**src/rtl/branch_predict_ctrl_pkg.sv**
```systemverilog
// Shared definitions for the fetch-side branch predictor.
//   - 2-bit saturating counter encodings and reset value
//   - recovery FSM state encoding
//   - ctr_next(): saturating counter update toward the resolved outcome
package branch_predict_ctrl_pkg;

    localparam logic [1:0] CTR_SNT = 2'b00;
    localparam logic [1:0] CTR_WNT = 2'b01;
    localparam logic [1:0] CTR_WT  = 2'b10;
    localparam logic [1:0] CTR_ST  = 2'b11;
    localparam logic [1:0] CTR_RST = CTR_WNT;

    typedef enum logic {
        ST_IDLE  = 1'b0,
        ST_FLUSH = 1'b1
    } state_e;

    function automatic logic [1:0] ctr_next(input logic [1:0] ctr, input logic taken);
        if (taken) begin
            return (ctr == CTR_ST) ? CTR_ST : ctr + 2'd1;
        end
        return (ctr == CTR_SNT) ? CTR_SNT : ctr - 2'd1;
    endfunction

endpackage

```
**src/rtl/branch_predict_ctrl_bht_table.sv**
```systemverilog
// bht_table: 2^IDX_BITS x 2-bit saturating counter array.
// Ports:
//   clk, rst      clock, asynchronous active-high reset (all entries -> WNT)
//   rd_idx/rd_ctr combinational read port (returns the pre-update value on
//                 a same-cycle read/write collision; no bypass)
//   upd_en        update strobe; upd_idx entry moves toward upd_taken
module bht_table
    import branch_predict_ctrl_pkg::*;
#(
    parameter int unsigned IDX_BITS = 3
) (
    input  logic                clk,
    input  logic                rst,
    input  logic [IDX_BITS-1:0] rd_idx,
    output logic [1:0]          rd_ctr,
    input  logic                upd_en,
    input  logic [IDX_BITS-1:0] upd_idx,
    input  logic                upd_taken
);

    localparam int unsigned ENTRIES = 1 << IDX_BITS;

    logic [1:0] ctr_q [ENTRIES];
    logic [1:0] ctr_d [ENTRIES];

    always_comb begin
        ctr_d = ctr_q;
        if (upd_en) begin
            ctr_d[upd_idx] = ctr_next(ctr_q[upd_idx], upd_taken);
        end
    end

    always_ff @(posedge clk or posedge rst) begin
        if (rst) begin
            for (int unsigned i = 0; i < ENTRIES; i++) begin
                ctr_q[i] <= CTR_RST;
            end
        end else begin
            for (int unsigned i = 0; i < ENTRIES; i++) begin
                ctr_q[i] <= ctr_d[i];
            end
        end
    end

    assign rd_ctr = ctr_q[rd_idx];

endmodule

```
**src/rtl/branch_predict_ctrl.sv**
```systemverilog
// branch_predict_ctrl: fetch-side branch predictor and mispredict recovery.
//   - pred_taken: combinational lookup of the counter at if_pc[IDX_BITS:1]
//   - resolves conditional branches in EX, trains the counter table and, on
//     a mispredict, issues a one-cycle registered redirect + flush
// Ports:
//   clk, rst                          clock, async active-high reset
//   if_valid, if_is_br, if_pc         fetch lookup; pred_taken out
//   ex_valid, ex_is_br, ex_pc,
//   ex_pred_taken, ex_taken,
//   ex_target, ex_pc_plus2            resolution inputs from EX
//   redirect_valid, redirect_pc,
//   flush                             registered recovery outputs
// Optional build macro BRSTAT_EN adds br_count / mispred_count (16-bit,
// saturating, counting resolve events and mispredicts).
module branch_predict_ctrl
    import branch_predict_ctrl_pkg::*;
#(
    parameter int unsigned IDX_BITS = 3,
    parameter int unsigned PC_W     = 16
) (
    input  logic            clk,
    input  logic            rst,
    input  logic            if_valid,
    input  logic            if_is_br,
    input  logic [PC_W-1:0] if_pc,
    output logic            pred_taken,
    input  logic            ex_valid,
    input  logic            ex_is_br,
    input  logic [PC_W-1:0] ex_pc,
    input  logic            ex_pred_taken,
    input  logic            ex_taken,
    input  logic [PC_W-1:0] ex_target,
    input  logic [PC_W-1:0] ex_pc_plus2,
    output logic            redirect_valid,
    output logic [PC_W-1:0] redirect_pc,
    output logic            flush
`ifdef BRSTAT_EN
    ,
    output logic [15:0]     br_count,
    output logic [15:0]     mispred_count
`endif
);

    state_e          state_q, state_d;
    logic [PC_W-1:0] redirect_pc_q, redirect_pc_d;
    logic [1:0]      rd_ctr;
    logic            resolve;
    logic            mispredict;

    // EX contents are wrong-path while FLUSH is showing, so resolution is
    // gated on IDLE: no training and no second redirect.
    assign resolve    = ex_valid & ex_is_br & (state_q == ST_IDLE);
    assign mispredict = resolve & (ex_taken != ex_pred_taken);

    bht_table #(
        .IDX_BITS (IDX_BITS)
    ) u_bht (
        .clk       (clk),
        .rst       (rst),
        .rd_idx    (if_pc[IDX_BITS:1]),
        .rd_ctr    (rd_ctr),
        .upd_en    (resolve),
        .upd_idx   (ex_pc[IDX_BITS:1]),
        .upd_taken (ex_taken)
    );

    assign pred_taken = if_valid & if_is_br & rd_ctr[1];

    always_comb begin
        state_d        = state_q;
        redirect_pc_d  = redirect_pc_q;
        redirect_valid = 1'b0;
        flush          = 1'b0;
        unique case (state_q)
            ST_IDLE: begin
                if (mispredict) begin
                    redirect_pc_d = ex_taken ? ex_target : ex_pc_plus2;
                    state_d       = ST_FLUSH;
                end
            end
            ST_FLUSH: begin
                redirect_valid = 1'b1;
                flush          = 1'b1;
                state_d        = ST_IDLE;
            end
            default: state_d = ST_IDLE;
        endcase
    end

    always_ff @(posedge clk or posedge rst) begin
        if (rst) begin
            state_q       <= ST_IDLE;
            redirect_pc_q <= '0;
        end else begin
            state_q       <= state_d;
            redirect_pc_q <= redirect_pc_d;
        end
    end

    assign redirect_pc = redirect_pc_q;

`ifdef BRSTAT_EN
    logic [15:0] br_count_q, br_count_d;
    logic [15:0] mispred_count_q, mispred_count_d;

    always_comb begin
        br_count_d      = br_count_q;
        mispred_count_d = mispred_count_q;
        if (resolve && (br_count_q != '1)) begin
            br_count_d = br_count_q + 16'd1;
        end
        if (mispredict && (mispred_count_q != '1)) begin
            mispred_count_d = mispred_count_q + 16'd1;
        end
    end

    always_ff @(posedge clk or posedge rst) begin
        if (rst) begin
            br_count_q      <= '0;
            mispred_count_q <= '0;
        end else begin
            br_count_q      <= br_count_d;
            mispred_count_q <= mispred_count_d;
        end
    end

    assign br_count      = br_count_q;
    assign mispred_count = mispred_count_q;
`endif

    // PC bits outside the table index are intentionally ignored.
    logic unused_pc_bits;
    assign unused_pc_bits = ^{if_pc[PC_W-1:IDX_BITS+1], if_pc[0],
                              ex_pc[PC_W-1:IDX_BITS+1], ex_pc[0]};

endmodule

```
**config.mk**
```make
export PLATFORM = sky130hd
export DESIGN_NAME = branch_predict_ctrl
export DESIGN_NICKNAME = d
export VERILOG_FILES = /design/src/rtl/branch_predict_ctrl_pkg.sv /design/src/rtl/branch_predict_ctrl_bht_table.sv /design/src/rtl/branch_predict_ctrl.sv
export SDC_FILE = /design/constraint.sdc
export NUM_CORES = 1
export LEC_CHECK = 0
export CAP_MARGIN = 10
export CORE_ASPECT_RATIO = 0.75
export CORE_MARGIN = 3
export CORE_UTILIZATION = 30
export DETAILED_ROUTE_END_ITERATION = 6
export GPL_TIMING_DRIVEN = 0
export PLACE_DENSITY = 0.7
export SKIP_LAST_GASP = 1
export SYNTH_ARGS = -nofsm -noshare
export SYNTH_HDL_FRONTEND = slang
export SYNTH_HIERARCHICAL = 1
export SYNTH_SLANG_ARGS = --single-unit
```
**constraint.sdc**
```tcl
create_clock -name clk -period 1.7 [get_ports clk]
set_clock_uncertainty 0.05 [all_clocks]
set_input_delay 0.255 -clock clk [delete_from_list [all_inputs] [get_ports clk]]
set_output_delay 0.255 -clock clk [all_outputs]
set_load 0.05 [all_outputs]
```
==> run_results.csv, run 1 <==
group,metric,value,unit
clock_tree,clk_pin_slew,0.06,ns
floorplan,initial_core_util,32.16,%
sta,rsz0062_at_grt,"yes",
floorplan,rows,23,
floorplan,dieWidth,94.86,um
clock_tree,cts_hold_buf,0,
synth,synth_area,1777,sq um
worst_setup_path,reg2reg_slack,-0.22,ns
synth,syn_area_per_cell,13.06,sq um
detailed_routing,final_antenna_net_count,0,
layout,drive_above_1_share,44.09,%
sta,fin_ws,-0.2962,ns
sta,min_period,1.996,ns
clock_tree,cts_tree,"done",
grt,grt_max_degree,18,
worst_setup_path,path_buf_inv,1,
job,max_cap_viol_count,0,
worst_setup_path,cp_slowest_cell,"mux4_2",
sta,hold_violations,0,
clock_tree,cts_buffer_depth,2,
placement,place_ws,-1.031,ns
sta,slew_viol_final,0,
detailed_routing,wire_per_inst,13.62,um
detailed_routing,wl_met1,1895,um
synth,synthCells,136,
worst_setup_path,critPathTopFamily,"multiplexers",
sta,hold_ws,0.2916,ns
synth,yosys_warnings,6,
worst_setup_path,worst_r2r_path_depth,6,
detailed_routing,met2_length,1759,um
worst_setup_path,path_class,"reg2out",
worst_setup_path,worstPathRequired,1.39,ns
detailed_routing,vias,1339,
worst_setup_path,crit_chain,"mux4_2, mux2_4, and3_4, buf_8",
pwr,power,3.023,mW
placement,hpwlAfterDp,2951,um
worst_setup_path,worstReg2RegEnd,"u_bht/ctr_q[15]",
layout,seq_area,835.8,sq um
floorplan,ios,91,
detailed_routing,drc,0,
grt,grt_pass1_wl,6679,um
min_path,min_to,"u_bht/ctr_q[4]",
worst_setup_path,r2r-start,"u_bht/ctr_q[9]",
pwr,p_leak,1.194,nW
worst_setup_path,cp.arrival,1.69,ns
grt,grt_usage,12.80,%
sta,slew_headroom,56.62,%
worst_setup_path,cp-end-kind,"output port",
floorplan,fp.coreArea,5525,sq um
min_path,min-delay-start,"ex_pc[1]",
placement,placed_cell_area,2496,sq um
grt,antenna_found_initial,0,
worst_setup_path,worstPathMaxFanout,2,
layout,fillers,501,
layout,diodes,0,
detailed_routing,drt_iter0_markers,42,
clock_tree,clock_latency,0.28,ns
placement,io_buffers,61,
sta,max_freq,0.5009,GHz
sta,finalSetupTns,-3.170,ns
synth,synth_nets,208,
min_path,min_path_cells,3,
layout,final_nets,291,
run_status,status,"finished with violations",
detailed_routing,wl_met3,283,um
sta,worst_pin_slew,0.6500,ns
detailed_routing,dr.pass1.iters,4,
grt,grt_pass1_vias,1424,
sta,final-setup-viol-count,17,
layout,area_growth_syn_to_layout,55.07,%
worst_setup_path,crit_path_start_kind,"flip-flop",
placement,gp_congestion,0.7491,
clock_tree,cts-root-buf,"clkbuf_8",
pwr,p_per_area,1097,nW/um^2
min_path,hold_path.class,"in2reg",
layout,final_area,2755,sq um
detailed_routing,top_layer,"met4",
clock_tree,cts_max_level,2,
pwr,vdd_drop_max,0.4798,mV
layout,multiInputGateArea,918.4,sq um
worst_setup_path,slowest_delay,0.46,ns
floorplan,die_h,72.65,um
detailed_routing,viasPerCell,4.539,
grt,overflow,0,
sta,finalCritPeriodShare,117.4,%
run_status,violations,"negative setup slack",
clock_tree,cts_inserted_buffers,5,
clock_tree,numClockSinks,33,
floorplan,dieArea,6891,sq um
detailed_routing,totalWireLength,4019,um
## power by group
group	total [mW]	internal [mW]	switching [mW]
sequential	1.14	1.03	0.104
clock	0.552	0.283	0.269
combinational	1.34	0.596	0.740
## flip-flops by register name, indices dropped and copies added (netlist names)
name	count
state_q	1
u_bht/ctr_q	16
redirect_pc	16
## worst max-delay path by stage
stage / startpoint / to / slack [ns] / depth (start not counted)
floorplan: ex_pc[1] / u_bht/ctr_q[0] / -0.06 / 5
global placement: if_pc[2] / pred_taken / -1.04 / 5
detailed placement: if_pc[2] / pred_taken / -1.03 / 5
CTS: u_bht/ctr_q[9] / pred_taken / -0.31 / 4
global route: u_bht/ctr_q[9] / pred_taken / -0.35 / 4
finish: u_bht/ctr_q[9] / pred_taken / -0.30 / 4
## cells in the final DEF (no fill, tap or decap)
| master | count |
|---|---|
| and2b_1 | 1 |
| and3_4 | 1 |
| buf_12 | 2 |
| buf_2 | 1 |
| buf_4 | 13 |
| buf_6 | 2 |
| buf_8 | 2 |
| bufbuf_16 | 1 |
| clkbuf_1 | 1 |
| clkbuf_2 | 2 |
| clkbuf_8 | 5 |
| clkdlybuf4s15_1 | 1 |
| clkdlybuf4s50_1 | 39 |
| clkinv_2 | 2 |
| dfrtp_1 | 25 |
| dfstp_2 | 8 |
| dlygate4sd2_1 | 20 |
| inv_1 | 3 |
| maj3_2 | 1 |
| maj3_4 | 1 |
| mux2_2 | 23 |
| mux2_4 | 11 |
| mux2i_1 | 1 |
| mux2i_4 | 1 |
| mux4_2 | 6 |
| nand2_1 | 20 |
| nand3_1 | 4 |
| nand4_1 | 1 |
| nor2_1 | 2 |
| nor2b_1 | 2 |
| nor3_4 | 1 |
| o21ai_1 | 3 |
| o21ai_2 | 13 |
| xnor2_2 | 1 |
## area by class of cell
class | instances | area share, %
well taps | 75 | 3.406
flip-flops and latches | 33 | 30.34
inverters | 3 | 0.4087
plain buffers | 7 | 2.679
clock inverters | 2 | 0.3633
repair buffers | 76 | 26.84
clock buffers | 6 | 2.634
multi-input cells | 93 | 33.33
## per-layer routing
| metal | track usage (%) | up-vias |
|---|---|---|
| met2 | 19.61 | 44 |
| met1 | 17.05 | 635 |
| met4 | 5.760 | 0 |
| met5 | 0 | - |
| met3 | 3.402 | 7 |
| li1 | - | 653 |
## worst reg2reg max path, stage by stage (launching register included)
cell     delay [ns]
dfrtp_1        0.38
buf_4          0.13
buf_4          0.12
mux4_2         0.48
mux2i_4        0.19
maj3_2         0.35
o21ai_1        0.10
## timing repair
action,CTS,global route
setup endpoints to repair,45,18
pin swaps,11,4
endpoints found under the hold margin,0,0
buffers inserted,12,3
cloned,1,0
resized for setup,36,7
## metrics by stage
step	utilization (%)	cells
floorplan	-	136
global placement	45.18	272
detailed placement	45.18	272
CTS	49.32	293
global route	49.86	295
finish	49.86	295
Power figures use the tool's default switching activity.
==> run 2, diff against run 1 <==
--- a/config.mk
+++ b/config.mk
@@ -11,7 +11,7 @@
 export CORE_UTILIZATION = 30
 export DETAILED_ROUTE_END_ITERATION = 6
 export GPL_TIMING_DRIVEN = 0
-export PLACE_DENSITY = 0.7
+export PLACE_DENSITY = 0.64
 export SKIP_LAST_GASP = 1
 export SYNTH_ARGS = -nofsm -noshare
 export SYNTH_HDL_FRONTEND = slang
==> run 2 against run 1 <==
The run still ends with negative setup slack left. Total power shrank 0.56%. Clock power grew 4.7%. Global-route usage grew 0.072 points. Sequential power is essentially flat. Wire length grew 4.2%. Sequential share of layout area grew 0.72 points. Non-clock buffer count shrank 8. Count of clock-buffer cells in the layout grew 1. Flip-flop and latch count is the same. Critical endpoint unchanged.
==> run_results.csv, run 2 (synthesis gave the netlist of run 1 again) <==
group,metric,value,unit
grt,grt_max_degree,18,
grt,grt_usage,12.87,%
pwr,p_per_area,1117,nW/um^2
worst_setup_path,cp.arrival,1.71,ns
pwr,p_int,1.905,mW
clock_tree,numClockSinks,33,
clock_tree,cts_inserted_buffers,5,
clock_tree,cts_max_level,2,
floorplan,fp.coreArea,5525,sq um
pwr,vdd_drop_max,0.3546,mV
min_path,hold_path.class,"in2reg",
job,max_cap_viol_count,0,
clock_tree,clk_pin_slew,0.06,ns
layout,drive_above_1_share,40.76,%
worst_setup_path,worstPathRequired,1.39,ns
sta,max_freq,0.4959,GHz
sta,worst_pin_slew,0.6570,ns
clock_tree,cts_tree,"done",
layout,area_growth_syn_to_layout,51.48,%
floorplan,dieArea,6891,sq um
placement,hpwlAfterDp,3179,um
sta,min_period,2.016,ns
detailed_routing,totalWireLength,4187,um
detailed_routing,final_antenna_net_count,0,
layout,diodes,0,
sta,fin_ws,-0.3164,ns
layout,most-common-layout-cells,"clkdlybuf4s50_1, dfrtp_1, mux2_2",
worst_setup_path,crit_chain,"mux4_2, mux2_4, and3_4, buf_8",
detailed_routing,wire_per_inst,14.64,um
floorplan,dieWidth,94.86,um
grt,antenna_found_initial,0,
grt,grt_pass1_vias,1344,
grt,grt_pass1_wl,6865,um
pwr,clkPwrFrac,19.2,%
clock_tree,cts_buffer_depth,2,
worst_setup_path,cp-end-kind,"output port",
worst_setup_path,path_buf_inv,1,
pwr,pwr-share-comb,42.8,%
sta,rsz0062_at_grt,"yes",
sta,hold_violations,0,
worst_setup_path,crit_path_start_kind,"flip-flop",
worst_setup_path,critPathTopFamily,"multiplexers",
run_status,status,"finished with violations",
sta,finalCritPeriodShare,118.6,%
placement,gp_congestion,0.7392,
layout,layout_commonest_cell,"clkdlybuf4s50_1",
placement,io_buffers,61,
worst_setup_path,cp_slowest_cell,"mux4_2",
pwr,switchingPower,1.102,mW
sta,finalSetupTns,-2.358,ns
sta,slew_headroom,56.15,%
worst_setup_path,slowest_delay,0.47,ns
clock_tree,clock_latency,0.27,ns
layout,post-route-util,48.71,%
pwr,p_leak,1.139,nW
worst_setup_path,worstPathMaxFanout,2,
layout,fillers,525,
floorplan,ios,91,
detailed_routing,dr.pass1.iters,4,
grt,overflow,0,
sta,slew_viol_final,0,
floorplan,die_h,72.65,um
pwr,pwr-share-seq,38.0,%
floorplan,initial_core_util,32.16,%
run_status,violations,"negative setup slack",
worst_setup_path,path_class,"reg2out",
detailed_routing,viasPerCell,4.556,
sta,final-setup-viol-count,17,
placement,place_ws,-1.051,ns
pwr,power,3.007,mW
detailed_routing,drt_iter0_markers,29,
pwr,p_sw_share,36.65,%
detailed_routing,drc,0,
detailed_routing,vias,1303,
floorplan,rows,23,
clock_tree,cts-root-buf,"clkbuf_8",
layout,final_nets,283,
run 2: tightest hold or removal path: stages:
cell and delay [ns]:
buf_12 0.12, nand3_1 0.14, o21ai_2 0.08
run 2: timing repair:
action	CTS	global route
gates resized for setup	35	7
hold buffers	0	0
cloned	1	0
hold endpoints to repair	0	0
pin swaps	9	2
setup buffers	6	2
setup endpoints to repair	45	28
run 2: layer usage:
| metal | GRT usage, % | vias to the layer above | wire (um) |
|---|---|---|---|
| met4 | 3.360 | 0 | 0 |
| met5 | 0 | - | 0 |
| met1 | 19.11 | 630 | 2055 |
| li1 | - | 637 | - |
| met3 | 3.299 | 0 | 261 |
| met2 | 18.67 | 36 | 1870 |
run 2: layout make-up:
type | instances | area [sq um] | share of cell area, %
clock buffer | 7 | 86.33 | 3.208
buffer | 6 | 68.82 | 2.557
inverter | 3 | 11.26 | 0.4184
timing repair buffer | 69 | 684.4 | 25.43
multi-input combinational | 93 | 910.9 | 33.84
tap | 75 | 93.84 | 3.487
sequential | 33 | 835.8 | 31.06
run 2: through the flow:
stage	cells	area, sq um	hold WS [ns]
floorplan	136	1792	0.1130
global placement	272	2496	0.4103
detailed placement	272	2496	0.4137
CTS	286	2669	0.2657
global route	286	2691	0.2902
finish	286	2691	0.2709
run 2: power by group through the flow:
stage	combinational (mW)	sequential, mW	clock, mW
2_1_floorplan	0.486	1.53	0
3_3_place_gp	1.29	1.15	0
3_5_place_dp	1.29	1.17	0
4_1_cts	1.27	1.15	0.600
5_1_grt	1.37	1.17	0.631
6_report	1.29	1.14	0.578
run 2: worst paths after layout:
kind	endpoint	cells past startpoint	startpoint	slack (ns)
setup / recovery	pred_taken	4	u_bht/ctr_q[9]	-0.32
hold / removal	u_bht/ctr_q[12]	3	ex_pc[1]	0.27
setup reg to reg	u_bht/ctr_q[1]	5	u_bht/ctr_q[9]	-0.16
hold reg to reg	u_bht/ctr_q[2]	2	u_bht/ctr_q[2]	0.42
max in group asynchronous	redirect_pc[5]	2	rst	0.82
min in group asynchronous	u_bht/ctr_q[7]	2	rst	0.34
==> run 3, diff against run 2 <==
--- a/config.mk
+++ b/config.mk
@@ -8,10 +8,10 @@
 export CAP_MARGIN = 10
 export CORE_ASPECT_RATIO = 0.75
 export CORE_MARGIN = 3
-export CORE_UTILIZATION = 30
+export CORE_UTILIZATION = 36
 export DETAILED_ROUTE_END_ITERATION = 6
 export GPL_TIMING_DRIVEN = 0
-export PLACE_DENSITY = 0.64
+export PLACE_DENSITY = 0.75
 export SKIP_LAST_GASP = 1
 export SYNTH_ARGS = -nofsm -noshare
 export SYNTH_HDL_FRONTEND = slang
==> run 3 against run 2 <==
The run still ends with negative setup slack left. Clock power grew 9.0%. Design area grew 0.42%. Global-route usage grew 2.2 points. Combinational power is essentially flat. Register-to-register slack gained 0.07 ns. Utilization grew 10 points. Via count grew 1.6%. Maximum frequency grew 0.27%. Total power grew 2.3%. Sequential power is essentially flat. Final cell count shrank 4.9%.
==> run_results.csv, run 3 (synthesis gave the netlist of run 1 again) <==
group,metric,value,unit
job,max_cap_viol_count,0,
sta,finalSetupTns,-1.372,ns
clock_tree,cts_tree,"done",
grt,antenna_found_initial,0,
sta,finalCritPeriodShare,118.3,%
pwr,p_sw_share,36.22,%
pwr,pwr-share-comb,42.4,%
placement,io_buffers,61,
sta,max_freq,0.4973,GHz
worst_setup_path,critPathTopFamily,"multiplexers",
floorplan,initial_core_util,38.64,%
worst_setup_path,cp.arrival,1.71,ns
sta,final-setup-viol-count,17,
clock_tree,cts_buffer_depth,2,
grt,grt_max_degree,18,
worst_setup_path,path_buf_inv,1,
sta,slew_headroom,57.88,%
sta,min_period,2.011,ns
detailed_routing,wire_per_inst,15.48,um
grt,grt_pass1_wl,6610,um
sta,rsz0062_at_grt,"yes",
run_status,violations,"negative setup slack",
clock_tree,clock_latency,0.28,ns
worst_setup_path,slowest_delay,0.47,ns
worst_setup_path,worst_r2r_path_depth,5,
pwr,pwr-share-seq,37.2,%
worst_setup_path,path_class,"reg2out",
pwr,clkPwrFrac,20.5,%
layout,layout_commonest_cell,"clkdlybuf4s50_1",
placement,placed_cell_area,2474,sq um
pwr,switchingPower,1.115,mW
pwr,p_leak,1.169,nW
grt,grt_usage,15.04,%
worst_setup_path,critical_path_depth,4,
clock_tree,clk_pin_slew,0.07,ns
worst_setup_path,worstPathMaxFanout,3,
layout,final_cells,272,
placement,hpwlAfterDp,3127,um
min_path,min_path_cells,3,
worst_setup_path,cp_slowest_cell,"mux4_2",
run_status,status,"finished with violations",
floorplan,dieArea,5823,sq um
layout,final_area,2703,sq um
clock_tree,cts-root-buf,"clkbuf_8",
floorplan,dieWidth,87.12,um
sta,slew_viol_final,0,
layout,final_nets,286,
floorplan,die_h,66.84,um
worst_setup_path,crit_path_start_kind,"flip-flop",
detailed_routing,dr.pass1.iters,4,
layout,drive_above_1_share,42.79,%
worst_setup_path,worstPathRequired,1.39,ns
placement,gp_congestion,0.7584,
placement,place_ws,-1.036,ns
pwr,p_per_area,1139,nW/um^2
placement,dp_cells,254,
detailed_routing,totalWireLength,4210,um
floorplan,ios,91,
grt,overflow,0,
detailed_routing,viasPerCell,4.868,
worst_setup_path,cp-end-kind,"output port",
layout,area_growth_syn_to_layout,52.11,%
detailed_routing,vias,1324,
sta,fin_ws,-0.3111,ns
pwr,vdd_drop_max,0.6954,mV
sta,hold_violations,0,
sta,worst_pin_slew,0.6312,ns
clock_tree,cts_hold_buf,0,
clock_tree,numClockSinks,33,
floorplan,rows,21,
layout,most-common-layout-cells,"clkdlybuf4s50_1, dfrtp_1, mux2_2",
detailed_routing,drc,0,
grt,grt_pass1_vias,1329,
clock_tree,cts_inserted_buffers,5,
detailed_routing,drt_iter0_markers,56,
min_path,hold_path.class,"in2reg",
layout,diodes,0,
clock_tree,cts_max_level,2,
worst_setup_path,reg2reg_slack,-0.09,ns
worst_setup_path,crit_chain,"mux4_2, mux2_4, and3_4, buf_8",
pwr,p_int,1.962,mW
floorplan,fp.coreArea,4598,sq um
detailed_routing,final_antenna_net_count,0,
==> run 3: final cells by class <==
cell class,count,area [sq um]
Timing Repair Buffer,71,693.2
Inverter,3,11.26
Buffer,7,76.32
Clock buffer,7,96.34
Fill cell,411,1896
Tap cell,57,71.32
Multi-Input combinational cell,93,913.4
Clock inverter,1,5.005
Sequential cell,33,835.8
==> run 3: through the flow <==
stage / utilization [%] / hold WS [ns] / power (mW)
after floorplan: - / 0.1130 / 2.016
after global placement: 53.80 / 0.4093 / 2.435
after detailed placement: 53.80 / 0.4136 / 2.460
after CTS: 58.23 / 0.2658 / 3.076
after global routing: 58.78 / 0.2937 / 3.246
final: 58.78 / 0.2717 / 3.077
==> run 3: path summary, 6_finish.rpt <==
kind | from | endpoint
setup / recovery | u_bht/ctr_q[1] | pred_taken
hold reg to reg | u_bht/ctr_q[6] | u_bht/ctr_q[6]
max in group asynchronous | rst | redirect_pc[3]
setup reg to reg | u_bht/ctr_q[9] | u_bht/ctr_q[5]
hold / removal | ex_pc[1] | u_bht/ctr_q[12]
min in group asynchronous | rst | u_bht/ctr_q[1]
==> run 3: worst min-delay path: stages <==
cell	delay [ns]
buf_12	0.12
nand3_1	0.14
o21ai_2	0.08
==> run 3: layer usage <==
metal | GRT usage [%] | up-vias | share of wire, %
li1 | - | 641 | -
met1 | 20.93 | 644 | 46
met2 | 23.11 | 37 | 47
met3 | 4.079 | 2 | 6.8
met4 | 4.023 | 0 | 0.55
met5 | 0 | - | 0
==> run 3: repair_timing <==
action	in CTS	in global routing
setup buffers	7	2
setup endpoints to repair	45	18
pin swaps	11	3
hold endpoints to repair	0	0
resized for setup	38	6
cloned	1	0
==> run 3: power by group through the flow <==
stage          sequential, mW  clock [mW]  combinational (mW)
2_1_floorplan            1.53           0               0.486
3_3_place_gp             1.15           0                1.28
3_5_place_dp             1.17           0                1.29
4_1_cts                  1.15       0.648                1.28
5_1_grt                  1.17       0.697                1.38
6_report                 1.14       0.630                1.30
